**src/rtl/mem_io_responder.sv**
```systemverilog
// Memory-mapped keyboard/timer responder: a STATUS/DATA/TIMER register window with
// a scan-code FIFO, a sticky overflow flag and a millisecond counter behind it.
module mem_io_responder #(
  parameter int FIFO_DEPTH = 8,
  parameter int CLK_PER_MS = 50000
) (
  input  logic        clk,
  input  logic        rst_n,
  input  logic        memRead,
  input  logic        memWrite,
  input  logic [2:0]  memEn,
  input  logic [1:0]  memBank,
  input  logic        invAddr,
  input  logic [31:0] writeData,
  input  logic        kbdValid,
  input  logic [7:0]  kbdData,
  output logic [31:0] readData,
  output logic        dataReady,
  output logic        kbdIrq,
  output logic [1:0]  dbg_state_o
);
  localparam int AW = (FIFO_DEPTH > 1) ? $clog2(FIFO_DEPTH) : 1;
  localparam int CW = $clog2(FIFO_DEPTH + 1);
  localparam int PW = (CLK_PER_MS > 1) ? $clog2(CLK_PER_MS) : 1;

  typedef enum logic [1:0] {IDLE = 2'd0, RESP = 2'd1, HOLD = 2'd2} state_e;
  typedef enum logic [1:0] {TGT_NONE, TGT_STATUS, TGT_DATA, TGT_TIMER} tgt_e;

  state_e        state_q, state_d;
  tgt_e          tgt_q, tgt_d, tgt_dec;
  logic          start;
  logic [AW-1:0] wr_ptr_q, wr_ptr_d, rd_ptr_q, rd_ptr_d;
  logic [CW-1:0] count_q, count_d;
  logic [7:0]    fifo_mem_q [FIFO_DEPTH];
  logic          ovf_q, ovf_d;
  logic [PW-1:0] presc_q, presc_d;
  logic [31:0]   ms_q, ms_d;
  logic [31:0]   read_data_q, read_data_d;
  logic          fifo_empty, fifo_full, pop, push, ovf_set, ovf_clr, tmr_clr;
  logic [31:0]   occ_ext;
  logic [3:0]    occ_sat;
  logic          unused_wdata;

  // Store data carries no meaning for any register in this window.
  assign unused_wdata = ^writeData;

  always_comb begin
    tgt_dec = TGT_NONE;
    if ((memRead || memWrite) && !invAddr) begin
      if (memBank == 2'd2 && memEn == 3'b000)      tgt_dec = TGT_STATUS;
      else if (memBank == 2'd2 && memEn == 3'b100) tgt_dec = TGT_DATA;
      else if (memBank == 2'd3 && memEn == 3'b100) tgt_dec = TGT_TIMER;
    end
  end

  // Handshake: an access is held on memRead/memWrite until dataReady has pulsed; the
  // response is a single-cycle dataReady pulse with readData valid in the same cycle.
  // HOLD parks the FSM until the strobe is dropped so a held access acts only once.
  always_comb begin
    state_d = state_q;
    tgt_d   = tgt_q;
    start   = 1'b0;
    unique case (state_q)
      IDLE: begin
        if (tgt_dec != TGT_NONE) begin
          state_d = RESP;
          tgt_d   = tgt_dec;
          start   = 1'b1;
        end
      end
      RESP: state_d = HOLD;
      HOLD: begin
        if (tgt_dec != tgt_q) state_d = IDLE;
      end
      default: state_d = IDLE;
    endcase
  end

  assign fifo_empty = (count_q == '0);
  assign fifo_full  = (count_q == CW'(FIFO_DEPTH));
  assign pop        = start && (tgt_dec == TGT_DATA) && !memWrite && !fifo_empty;
  // A same-cycle pop frees the slot the push needs, so a full FIFO still accepts it.
  assign push       = kbdValid && (!fifo_full || pop);
  assign ovf_set    = kbdValid && fifo_full && !pop;
  assign ovf_clr    = start && (tgt_dec == TGT_STATUS);
  assign tmr_clr    = start && (tgt_dec == TGT_TIMER) && memWrite;

  always_comb begin
    wr_ptr_d = wr_ptr_q + AW'(push);
    rd_ptr_d = rd_ptr_q + AW'(pop);
    count_d  = count_q + CW'(push) - CW'(pop);
    ovf_d    = ovf_set | (ovf_q & ~ovf_clr);

    if (tmr_clr) begin
      presc_d = '0;
      ms_d    = '0;
    end else if (presc_q == PW'(CLK_PER_MS - 1)) begin
      presc_d = '0;
      ms_d    = ms_q + 32'd1;
    end else begin
      presc_d = presc_q + PW'(1);
      ms_d    = ms_q;
    end

    occ_ext     = 32'(count_q);
    occ_sat     = (occ_ext > 32'd15) ? 4'hF : occ_ext[3:0];
    read_data_d = read_data_q;
    if (start) begin
      read_data_d = '0;
      if (!memWrite) begin
        unique case (tgt_dec)
          TGT_STATUS: read_data_d = {24'd0, occ_sat, 2'b00, ovf_q, !fifo_empty};
          TGT_DATA:   read_data_d = fifo_empty ? 32'd0 : {24'd0, fifo_mem_q[rd_ptr_q]};
          TGT_TIMER:  read_data_d = ms_q;
          default:    read_data_d = '0;
        endcase
      end
    end
  end

  always_ff @(posedge clk or negedge rst_n) begin
    if (!rst_n) begin
      state_q     <= IDLE;
      tgt_q       <= TGT_NONE;
      wr_ptr_q    <= '0;
      rd_ptr_q    <= '0;
      count_q     <= '0;
      ovf_q       <= 1'b0;
      presc_q     <= '0;
      ms_q        <= '0;
      read_data_q <= '0;
    end else begin
      state_q     <= state_d;
      tgt_q       <= tgt_d;
      wr_ptr_q    <= wr_ptr_d;
      rd_ptr_q    <= rd_ptr_d;
      count_q     <= count_d;
      ovf_q       <= ovf_d;
      presc_q     <= presc_d;
      ms_q        <= ms_d;
      read_data_q <= read_data_d;
    end
  end

  // Entry storage needs no reset: occupancy and pointers define what is valid.
  always_ff @(posedge clk) begin
    if (push) fifo_mem_q[wr_ptr_q] <= kbdData;
  end

  assign readData    = read_data_q;
  assign dataReady   = (state_q == RESP);
  assign kbdIrq      = !fifo_empty;
  assign dbg_state_o = state_q;
endmodule

```
**config.mk**
```make
export PLATFORM = sky130hd
export DESIGN_NAME = mem_io_responder
export DESIGN_NICKNAME = d
export VERILOG_FILES = /design/src/rtl/mem_io_responder.sv
export SDC_FILE = /design/constraint.sdc
export NUM_CORES = 1
export LEC_CHECK = 0
export CAP_MARGIN = 10
export CORE_ASPECT_RATIO = 2
export CORE_MARGIN = 2
export CORE_UTILIZATION = 30
export DETAILED_ROUTE_END_ITERATION = 16
export SLEW_MARGIN = 20
export SYNTH_ARGS = -nofsm -noshare
export SYNTH_HDL_FRONTEND = slang
export SYNTH_SLANG_ARGS = --single-unit
```
**constraint.sdc**
```tcl
create_clock -name clk -period 2.9 [get_ports clk]
set_clock_uncertainty 0.05 [all_clocks]
set_input_delay 0.29 -clock clk [delete_from_list [all_inputs] [get_ports clk]]
set_output_delay 0.29 -clock clk [all_outputs]
set_load 0.005 [all_outputs]
```
Yosys cells after proc, flatten, opt, wreduce, memory -nomap -nowiden
Memories as Yosys holds them, arrays and structs flattened.
Index checks and enable logic that the tools add are counted.
{"block": "classes", "n_eq_ne": 13, "bitwise": 3, "n_addsub": 6, "n_reduce_logical": 27, "mux": 18}
{"cell": "$mux W32", "count": 3}
{"cell": "$pmux W32 S3", "count": 1}
{"cell": "$add A32 B1 Y32 const B", "count": 1}
{"cell": "$mux W16", "count": 2}
{"cell": "$add A16 B1 Y16 const B", "count": 1}
{"cell": "$eq A16 B16 Y1 const B", "count": 1}
{"cell": "$logic_and A1 B1 Y1", "count": 13}
{"cell": "$mux W2", "count": 6}
{"cell": "$eq A2 B2 Y1 const B", "count": 5}
{"cell": "$mux W8", "count": 1}
{"cell": "$add A3 B1 Y3", "count": 2}
{"cell": "$pmux W2 S3", "count": 1}
{"cell": "$logic_not A1 Y1", "count": 5}
{"cell": "$add A4 B1 Y4", "count": 1}
{"cell": "$eq A2 B1 Y1 const B", "count": 2}
{"cell": "$eq A4 B4 Y1 const B", "count": 1}
{"cell": "$logic_not A4 Y1", "count": 1}
{"cell": "$mux W1", "count": 4}
{"cell": "$ne A2 B2 Y1 const B", "count": 2}
{"cell": "$reduce_and A2 Y1", "count": 2}
{"cell": "$reduce_bool A2 Y1", "count": 2}
{"cell": "$sub A4 B1 Y4", "count": 1}
{"cell": "$eq A3 B3 Y1 const B", "count": 1}
{"cell": "$logic_not A3 Y1", "count": 1}
{"cell": "other kinds (6)", "count": 7}
{"block": "word_totals", "elab_cells": 77, "register_bits": 95, "ram_bits": 64, "mem_count": 1}
{"name": "fifo_mem_q", "words": 8, "word_bits": 8, "read_ports": 1, "rd_ports_with_merged_regs": 0, "write_ports": 1, "line_no": "34", "source": "logic [7:0] fifo_mem_q [FIFO_DEPTH];"}

Logic depth before layout (Yosys ltp)
Gate-level depths: netlist (run 1).
{"block": "depth", "ltp_word": 16, "mapped_depth": 11, "depth_no_buf": 11}

Least setup slack after synthesis (run 1)
OpenSTA, ideal clock, no wires.
{"block": "synth_timing", "path_kind": "input -> register", "startpoint": "in invAddr", "endpoint": "mem fifo_mem_q[4][0], enable pin", "path_slack_ns": -0.052, "path_stages": 5, "required_ns": 2.452, "t_arrival_ns": 2.504, "n_path_buf": 1, "cell_sequence": "or4b_1 > buf_2 > nor4_2 > a21oi_1 > nor4b_1"}
{"block": "synth_between", "elab_chain_len": 13, "elab_cells_between_ends": 14}
{"element": "start, declared", "line_no": "13", "source": "input logic invAddr,"}
{"element": "$logic_not A1 Y1 (*)", "line_no": "49", "source": "if ((memRead || memWrite) && !invAddr) begin"}
{"element": "$logic_and A1 B1 Y1 (*)", "line_no": "49"}
{"element": "$mux W2 (*)", "line_no": "49"}
{"element": "$reduce_bool A2 Y1", "line_no": "65", "source": "if (tgt_dec != TGT_NONE) begin"}
{"element": "$mux W1", "line_no": "65"}
{"element": "$mux W1", "line_no": "63", "source": "unique case (state_q)"}
{"element": "$logic_and A1 B1 Y1 (*) (3 in a row)", "line_no": "81", "source": "assign pop = start && (tgt_dec == TGT_DATA) && !memWrite && !fifo_empty;"}
{"element": "$logic_or A1 B1 Y1 (*)", "line_no": "83", "source": "assign push = kbdValid && (!fifo_full || pop);"}
{"element": "$logic_and A1 B1 Y1 (*)", "line_no": "83"}
{"element": "$mux W1 (*)", "line_no": "147", "source": "if (push) fifo_mem_q[wr_ptr_q] <= kbdData;"}
{"element": "$mux W1 (implied by the code) (*)", "line_no": "147"}
{"element": "end, declared", "line_no": "34"}
Every way passes the cells marked *; elsewhere a longest branch is shown, timed or not.

Worst setup path in the final report (run 1)
{"block": "layout_timing", "startpoint": "reg count_q[2]", "endpoint": "reg wr_ptr_q[2]"}
{"block": "layout_between", "elab_chain_len": 6, "elab_cells_between_ends": 8}
{"element": "start, declared", "line_no": "33", "source": "logic [CW-1:0] count_q, count_d;"}
{"element": "start signal, assigned", "line_no": "137", "source": "count_q <= count_d;"}
{"element": "$logic_not A4 Y1", "line_no": "79", "source": "assign fifo_empty = (count_q == '0);"}
{"element": "$logic_not A1 Y1", "line_no": "81"}
{"element": "$logic_and A1 B1 Y1", "line_no": "81"}
{"element": "$logic_or A1 B1 Y1 (*)", "line_no": "83"}
{"element": "$logic_and A1 B1 Y1 (*)", "line_no": "83"}
{"element": "$add A3 B1 Y3 (*)", "line_no": "89", "source": "wr_ptr_d = wr_ptr_q + AW'(push);"}
{"element": "net wr_ptr_d[2]", "line_no": "32", "source": "logic [AW-1:0] wr_ptr_q, wr_ptr_d, rd_ptr_q, rd_ptr_d;"}
{"element": "end signal, assigned", "line_no": "135", "source": "wr_ptr_q <= wr_ptr_d;"}
{"element": "end, declared", "line_no": "32"}
Mark *: on every way through the listed nets, which the timed path passes. The rest lies on a longest branch.
A chain may end at the register's enable or synchronous reset.

==> results of run 1 <==
[flip-flops by register name, summed over array words and instances, names as in the netlist]
signal / count
fifo_mem_q: 64
ms_q: 32
readData: 32
presc_q: 16
count_q: 4
rd_ptr_q: 3
wr_ptr_q: 3
dbg_state_o: 2
tgt_q: 2
ovf_q: 1
[routing by layer]
layer | vias to the layer above | global-route usage [%] | wire [um]
li1 | 2291 | - | -
met1 | 2519 | 14.2 | 6170
met2 | 94 | 27.3 | 9940
met3 | 38 | 2.44 | 421
met4 | 0 | 8.93 | 733
met5 | - | 0 | 0
[Yosys cell counts (2+ instances only)]
master and instances:
a211oi_1 3, a21oi_1 18, a221o_1 6, a22o_1 24, a22oi_1 8, and2_1 2, and3_1 4, and4_1 6
buf_1 3, buf_2 8, buf_6 2, clkbuf_1 19, dfrtp_1 95, edfxtp_1 64, ha_1 11, inv_1 15
mux2_2 6, mux2i_1 18, mux4_2 16, nand2_1 37, nand2b_1 17, nand3_1 16, nand4_1 19, nor2_1 25
nor2b_1 2, nor3_1 15, nor4_1 16, nor4_2 2, nor4b_1 5, o21ai_0 7, o31ai_1 13, or2_2 3
or3_1 5, or4_1 14, xnor2_1 13, xor2_1 6
[report_power, final]
part	switching [mW]	internal (mW)
registers	0.308	2.70
clock network	0.956	1.12
logic	0.619	0.623
[final cells by class]
class                   count  area share [%]
clock buffers              19            4.93
clock inverters            13            1.21
inverters                  16           0.682
multi-input cells         352            30.6
flip-flops and latches    159            48.8
well taps                 287            4.08
repair buffers             92            9.66
[what timing repair did]
item | CTS | global route
hold endpoints to repair | 62 | 0
setup endpoints to repair | 0 | 1
resized for setup | 0 | 1
hold buffers | 1 | 0
[logic make-up (layout without fill, tap and decap cells)]
group,after synthesis,in the layout,synth area share (%)
fa+ha+maj,12,12,2.19
mux,40,40,8.44
xor+xnor,19,19,2.31
buf+inv,49,140,2.95
compound gates,84,84,8.60
flops,159,159,59.7
simple gates,197,197,15.8
[metrics by stage]
step / setup TNS [ns] / power (mW) / hold slack (ns)
floorplan: -1.65 / 3.75 / -0.0556
global placement: -1.40 / 4.28 / 0.421
detailed placement: -0.430 / 4.31 / 0.410
CTS: 0 / 6.41 / 0.439
global route: 0 / 6.66 / 0.467
finish: 0 / 6.33 / 0.445
[worst reg2reg max path, delay by kind of cell, from the launching register on]
kind | cells | cell delay (ns)
adders and majority gates | 3 | 0.51
AOI/OAI and AO/OA | 1 | 0.36
DFF | 1 | 0.40
xor gates and xnor gates | 1 | 0.15
buffers and inverters | 2 | 0.26
and+or+nand+nor | 3 | 0.70
[final timing paths]
kind                       startpoint            to  slack [ns]
setup / recovery           count_q[2]   wr_ptr_q[2]        0.36
hold / removal             presc_q[0]    presc_q[0]        0.45
setup reg to reg           count_q[2]   wr_ptr_q[2]        0.36
hold reg to reg            presc_q[0]    presc_q[0]        0.45
max in group asynchronous       rst_n      ms_q[31]        1.58
min in group asynchronous       rst_n  readData[10]        0.46
==> reports/summary.txt, run 1 <==
Power Dens Cells -> 719 mW/mm^2
core footprint -> 0.0237 sq mm
Skew-Pair Late Insertion Delay -> 0.44 ns
Final Cell Area -> 0.00880 sq mm
# IOs -> 87
leak pwr -> 3.38 nW
fin cells -> 938
GP Congestion -> 0.792
Buf/Inv on CP -> 2
via count -> 4942
layout overhead on the synthesized area -> 22.2%
number of synthesized flops with an enable pin -> 64
Worst EP required -> 3.15 ns
Worst-Margin Slew -> 0.882 ns
most frequent CP cell -> ha_1
worst-path cell chain -> inv_1, ha_1, or3b_2, nor3b_1, a21oi_2, buf_4, nor2b_1, ha_1, ha_1, xor2_1
TritonRoute pass-1 iters -> 4
setup ws final -> 0.355 ns
Mapped Nets -> 623
worst hold path stage count -> 1
Inst Count DP -> 905
min-delay worst type -> flop to flop
CP Capture Type -> flop
Max Transition Viols Final -> 0
Sink Count -> 159
CP top delay family -> simple AND/OR/NAND/NOR gates
Final HPWL DP -> 12400 um
row cnt -> 80
sequential share of the synthesized area -> 59.7%
Finish-stage setup viols -> 0
Mean Syn Cell Area -> 12.9 sq um
setup bufs post-CTS -> 0
critical path class -> flop to flop
initial DRC count -> 216
area of the multi-input gates -> 0.00269 sq mm
Yosys cell types -> 53
DR WL/cell -> 18.4 um
largest net degree at the start of global routing -> 66
worst IR drop on VDD -> 400 uV
commonest cells after routing, fill and taps aside -> dfrtp_1 (95), edfxtp_1 (64), clkdlybuf4s50_1 (53)
Max stage delay on crit path -> 0.47 ns
CTS tree -> yes
GRT overflow -> 0
status -> finished, final reports clean
# DRC -> 0
Area contributors post-synth -> dfrtp_1 (33%), edfxtp_1 (27%), mux4_2 (5.0%)
net count reported at finish -> 701
post-synth top area cell -> dfrtp_1
PortBufs -> 54
YS warnings -> 0
CTS Root Cell -> clkbuf_16
Fmax -> 393 MHz
critical path depth -> 10
DIE AREA -> 0.0253 sq mm
Yosys reg bits -> 159
Starting Density -> 30.4%
Cells after Synth -> 560
overall die width -> 114 um
Async SR Flop Fraction -> 59.7%
commonest non-fill, non-tap cell in the layout -> dfrtp_1
Critical Path AT -> 2.80 ns
CP Launch Type -> flop
Reg clk slew, reported paths -> 0.07 ns
worst slack, placed -> -0.0515 ns
crit-path max FO -> 9
crit path max-delay cell type -> or3b_2
via-per-instance ratio -> 5.27
Netlist Area Pre-Place -> 0.00720 sq mm
DIE HEIGHT -> 223 um
number of H-tree levels -> 4
crit share post-route -> 87.7%
first-pass GRT wire length -> 27900 um
post-synth top area share -> 33.0%
Cell Area, Placed -> 0.00825 sq mm
share of cells above drive strength 1 -> 15.5%
cts bufs inserted -> 17
total track usage -> 14.5%
Util after Layout -> 37.1%
vias in the first global route -> 5172
fillers -> 2246
Post-Route WL -> 17300 um
initial antenna violation count -> 0
RSZ-0062 raised after global routing -> false
Fin. Hold Viols -> 0
Most used DFF post-synth -> dfrtp_1
final antenna-violating net count -> 0
CTS Buffer Depth -> 2
Max-cap violations -> 0
Storage cell area -> 0.00430 sq mm
Final min period -> 2.54 ns
slew margin rel. -> 41.2%
Worst Reg-to-Reg Cells -> 10
number of diodes -> 0
(Power assumes the default switching activity.)
==> run 2, diff against run 1 <==
--- a/config.mk
+++ b/config.mk
@@ -8,8 +8,10 @@
 export CAP_MARGIN = 10
 export CORE_ASPECT_RATIO = 2
 export CORE_MARGIN = 2
-export CORE_UTILIZATION = 30
+export CORE_UTILIZATION = 49
 export DETAILED_ROUTE_END_ITERATION = 16
+export HOLD_SLACK_MARGIN = 0.15
+export PLACE_DENSITY = 0.72
 export SLEW_MARGIN = 20
 export SYNTH_ARGS = -nofsm -noshare
 export SYNTH_HDL_FRONTEND = slang
==> run 2 against run 1 <==
Compared with the run above: cell count fell by 11%; die area fell by 38%; critical path depth did not move; global-route usage grew 7.5 points; clock-buffer cell count is 2 lower; setup slack got worse by 0.10 ns; non-clock buffer count decreased by 9; first-iteration DRC count rose by 75%; power grew 2.4%.
==> reports/summary.txt, run 2 (synthesis gave the netlist of run 1 again) <==
row cnt -> 62 (-23%)
Max Transition Viols Final -> 0 (unchanged)
cts bufs inserted -> 17 (unchanged)
final hold slack -> 0.368 ns (-0.0771 ns)
CTS Root Cell -> clkbuf_16
slew margin rel. -> 39.0% (-2.2 points)
status -> finished, final reports clean
Worst Reg-to-Reg Cells -> 10 (unchanged)
Worst EP required -> 3.16 ns (about the same)
core footprint -> 0.0144 sq mm (-40%)
Final Cell Area -> 0.00868 sq mm (-1.4%)
Most Crowded Layer GR -> met2
M1 GR Usage -> 22.3% (+8.1 points)
flop2flop setup slack -> 0.25 ns (-0.10 ns)
Skew-Pair Late Insertion Delay -> 0.42 ns (-0.02 ns)
number of H-tree levels -> 4 (unchanged)
CP Capture Type -> flop
DIE AREA -> 0.0157 sq mm (-38%)
Cell Area, Placed -> 0.00806 sq mm (-2.3%)
# DRC -> 0 (unchanged)
Setup crit end -> count_q[2]
crit path max-delay cell type -> or3b_2
via-per-instance ratio -> 6.05 (+15%)
total track usage -> 22.0% (+7.5 points)
critical path class -> flop to flop
Util after Layout -> 60.5% (+23 points)
Final HPWL DP -> 11600 um (-6.4%)
Sink Count -> 159 (unchanged)
Reg-to-Reg End -> count_q[2]
Inst Count DP -> 801 (-11%)
Finish-stage setup viols -> 0 (unchanged)
worst r2r src -> count_q[2]
# IOs -> 87 (unchanged)
commonest non-fill, non-tap cell in the layout -> dfrtp_1
min-delay worst type -> input pin to asynchronous set/reset pin
Max stage delay on crit path -> 0.48 ns (about the same)
Storage cell area -> 0.00430 sq mm (unchanged)
DIE HEIGHT -> 175 um (-21%)
Post-Route WL -> 16500 um (-4.6%)
leak pwr -> 3.37 nW (-0.35%)
GP Congestion -> 0.807 (+2.0%)
overall die width -> 89.7 um (-21%)
GRT overflow -> 0 (unchanged)
net count reported at finish -> 692 (-1.3%)
Max-cap violations -> 0 (unchanged)
max reg flops -> 64 (unchanged)
Worst-Margin Slew -> 0.902 ns (+0.0199 ns)
Power Dens Cells -> 747 mW/mm^2 (+3.9%)
PortBufs -> 54 (unchanged)
commonest cells after routing, fill and taps aside -> dfrtp_1 (95), edfxtp_1 (64), clkdlybuf4s50_1 (53)
Most flops, register -> fifo_mem_q
initial DRC count -> 377 (+75%)
setup TNS -> 0 ns (unchanged)
initial antenna violation count -> 0 (unchanged)
power consumption -> 6.48 mW (+2.4%)
first-pass GRT wire length -> 27200 um (-2.5%)
layout overhead on the synthesized area -> 20.5%
worst slack, placed -> -0.0905 ns (-0.0390 ns)
Fmax -> 378 MHz (-3.8%)
fin cells -> 834 (-11%)
Reg clk slew, reported paths -> 0.07 ns (about the same)
CTS Buffer Depth -> 2 (unchanged)
worst IR drop on VDD -> 534 uV (+34%)
Starting Density -> 50.2% (+20 points)
Fin. Hold Viols -> 0 (unchanged)
met3 Usage GRT -> 3.86% (+1.4 points)
number of diodes -> 0 (unchanged)
fillers -> 1084 (-52%)
Final min period -> 2.65 ns (+0.101 ns)
DR WL/cell -> 19.7 um (+7.3%)
CTS tree -> yes
largest net degree at the start of global routing -> 54 (-18%)
worst-path cell chain -> inv_1, ha_1, or3b_2, nor3b_1, nand2_1, mux2i_1, ha_1, inv_1, fa_1, xnor2_1
met2 usage -> 43.3% (+16 points)
TritonRoute pass-1 iters -> 7 (+3)
area of the multi-input gates -> 0.00269 sq mm (unchanged)
RSZ-0062 raised after global routing -> false
final antenna-violating net count -> 0 (unchanged)
CP Launch Type -> flop
via count -> 5043 (+2.0%)
crit-path max FO -> 4 (-5)
CP startpoint -> count_q[2]
Critical Path AT -> 2.90 ns (+0.10 ns)
setup ws final -> 0.254 ns (-0.101 ns)
vias in the first global route -> 5371 (+3.8%)
share of cells above drive strength 1 -> 14.5% (-1.0 points)
crit share post-route -> 91.2% (+3.5 points)
-- run 2: worst min path at each step --
stage,start,end,slack (ns),cells after the start
2_1_floorplan,rst_n,count_q[0],-0.06,0
3_3_place_gp,rst_n,readData[13],0.27,1
3_5_place_dp,rst_n,readData[13],0.28,1
4_1_cts,rst_n,readData[10],0.38,2
5_1_grt,rst_n,readData[10],0.41,2
6_report,rst_n,readData[10],0.37,2
-- run 2: final cells by class --
| class | instances | area share (%) |
|---|---|---|
| tap | 192 | 2.77 |
| multi-input combinational | 352 | 31.0 |
| timing repair buffer | 83 | 9.03 |
| clock inverter | 15 | 2.03 |
| inverter | 16 | 0.692 |
| clock buffer | 17 | 4.90 |
| sequential | 159 | 49.5 |
-- run 2: where the power goes --
| part | leakage [nW] | switching (mW) | total [mW] | internal (mW) |
|---|---|---|---|---|
| Clock | 0.296 | 1.06 | 2.24 | 1.18 |
| Sequential | 1.79 | 0.297 | 3.00 | 2.70 |
| Combinational | 1.28 | 0.636 | 1.24 | 0.607 |
| Total | 3.37 | 1.99 | 6.48 | 4.49 |
-- run 2: layer usage --
layer / wire length [um] / up-vias
met2: 9830 / 108
met4: 431 / 0
met1: 5760 / 2614
met3: 449 / 35
met5: 0 / -
li1: - / 2286
-- run 2: worst max-delay path, delay by kind of cell (launching register included) --
kind | cells | cell delay [ns]
xor+xnor | 1 | 0.14
fa+ha+maj | 3 | 0.72
buf+inv | 2 | 0.15
flops | 1 | 0.38
mux | 1 | 0.23
simple gates | 3 | 0.85
-- run 2: repair_timing --
item,4_1_cts,5_1_grt
gates resized for setup,0,1
hold endpoints to repair,42,0
setup buffers,0,0
hold buffers,1,0
setup endpoints to repair,0,1
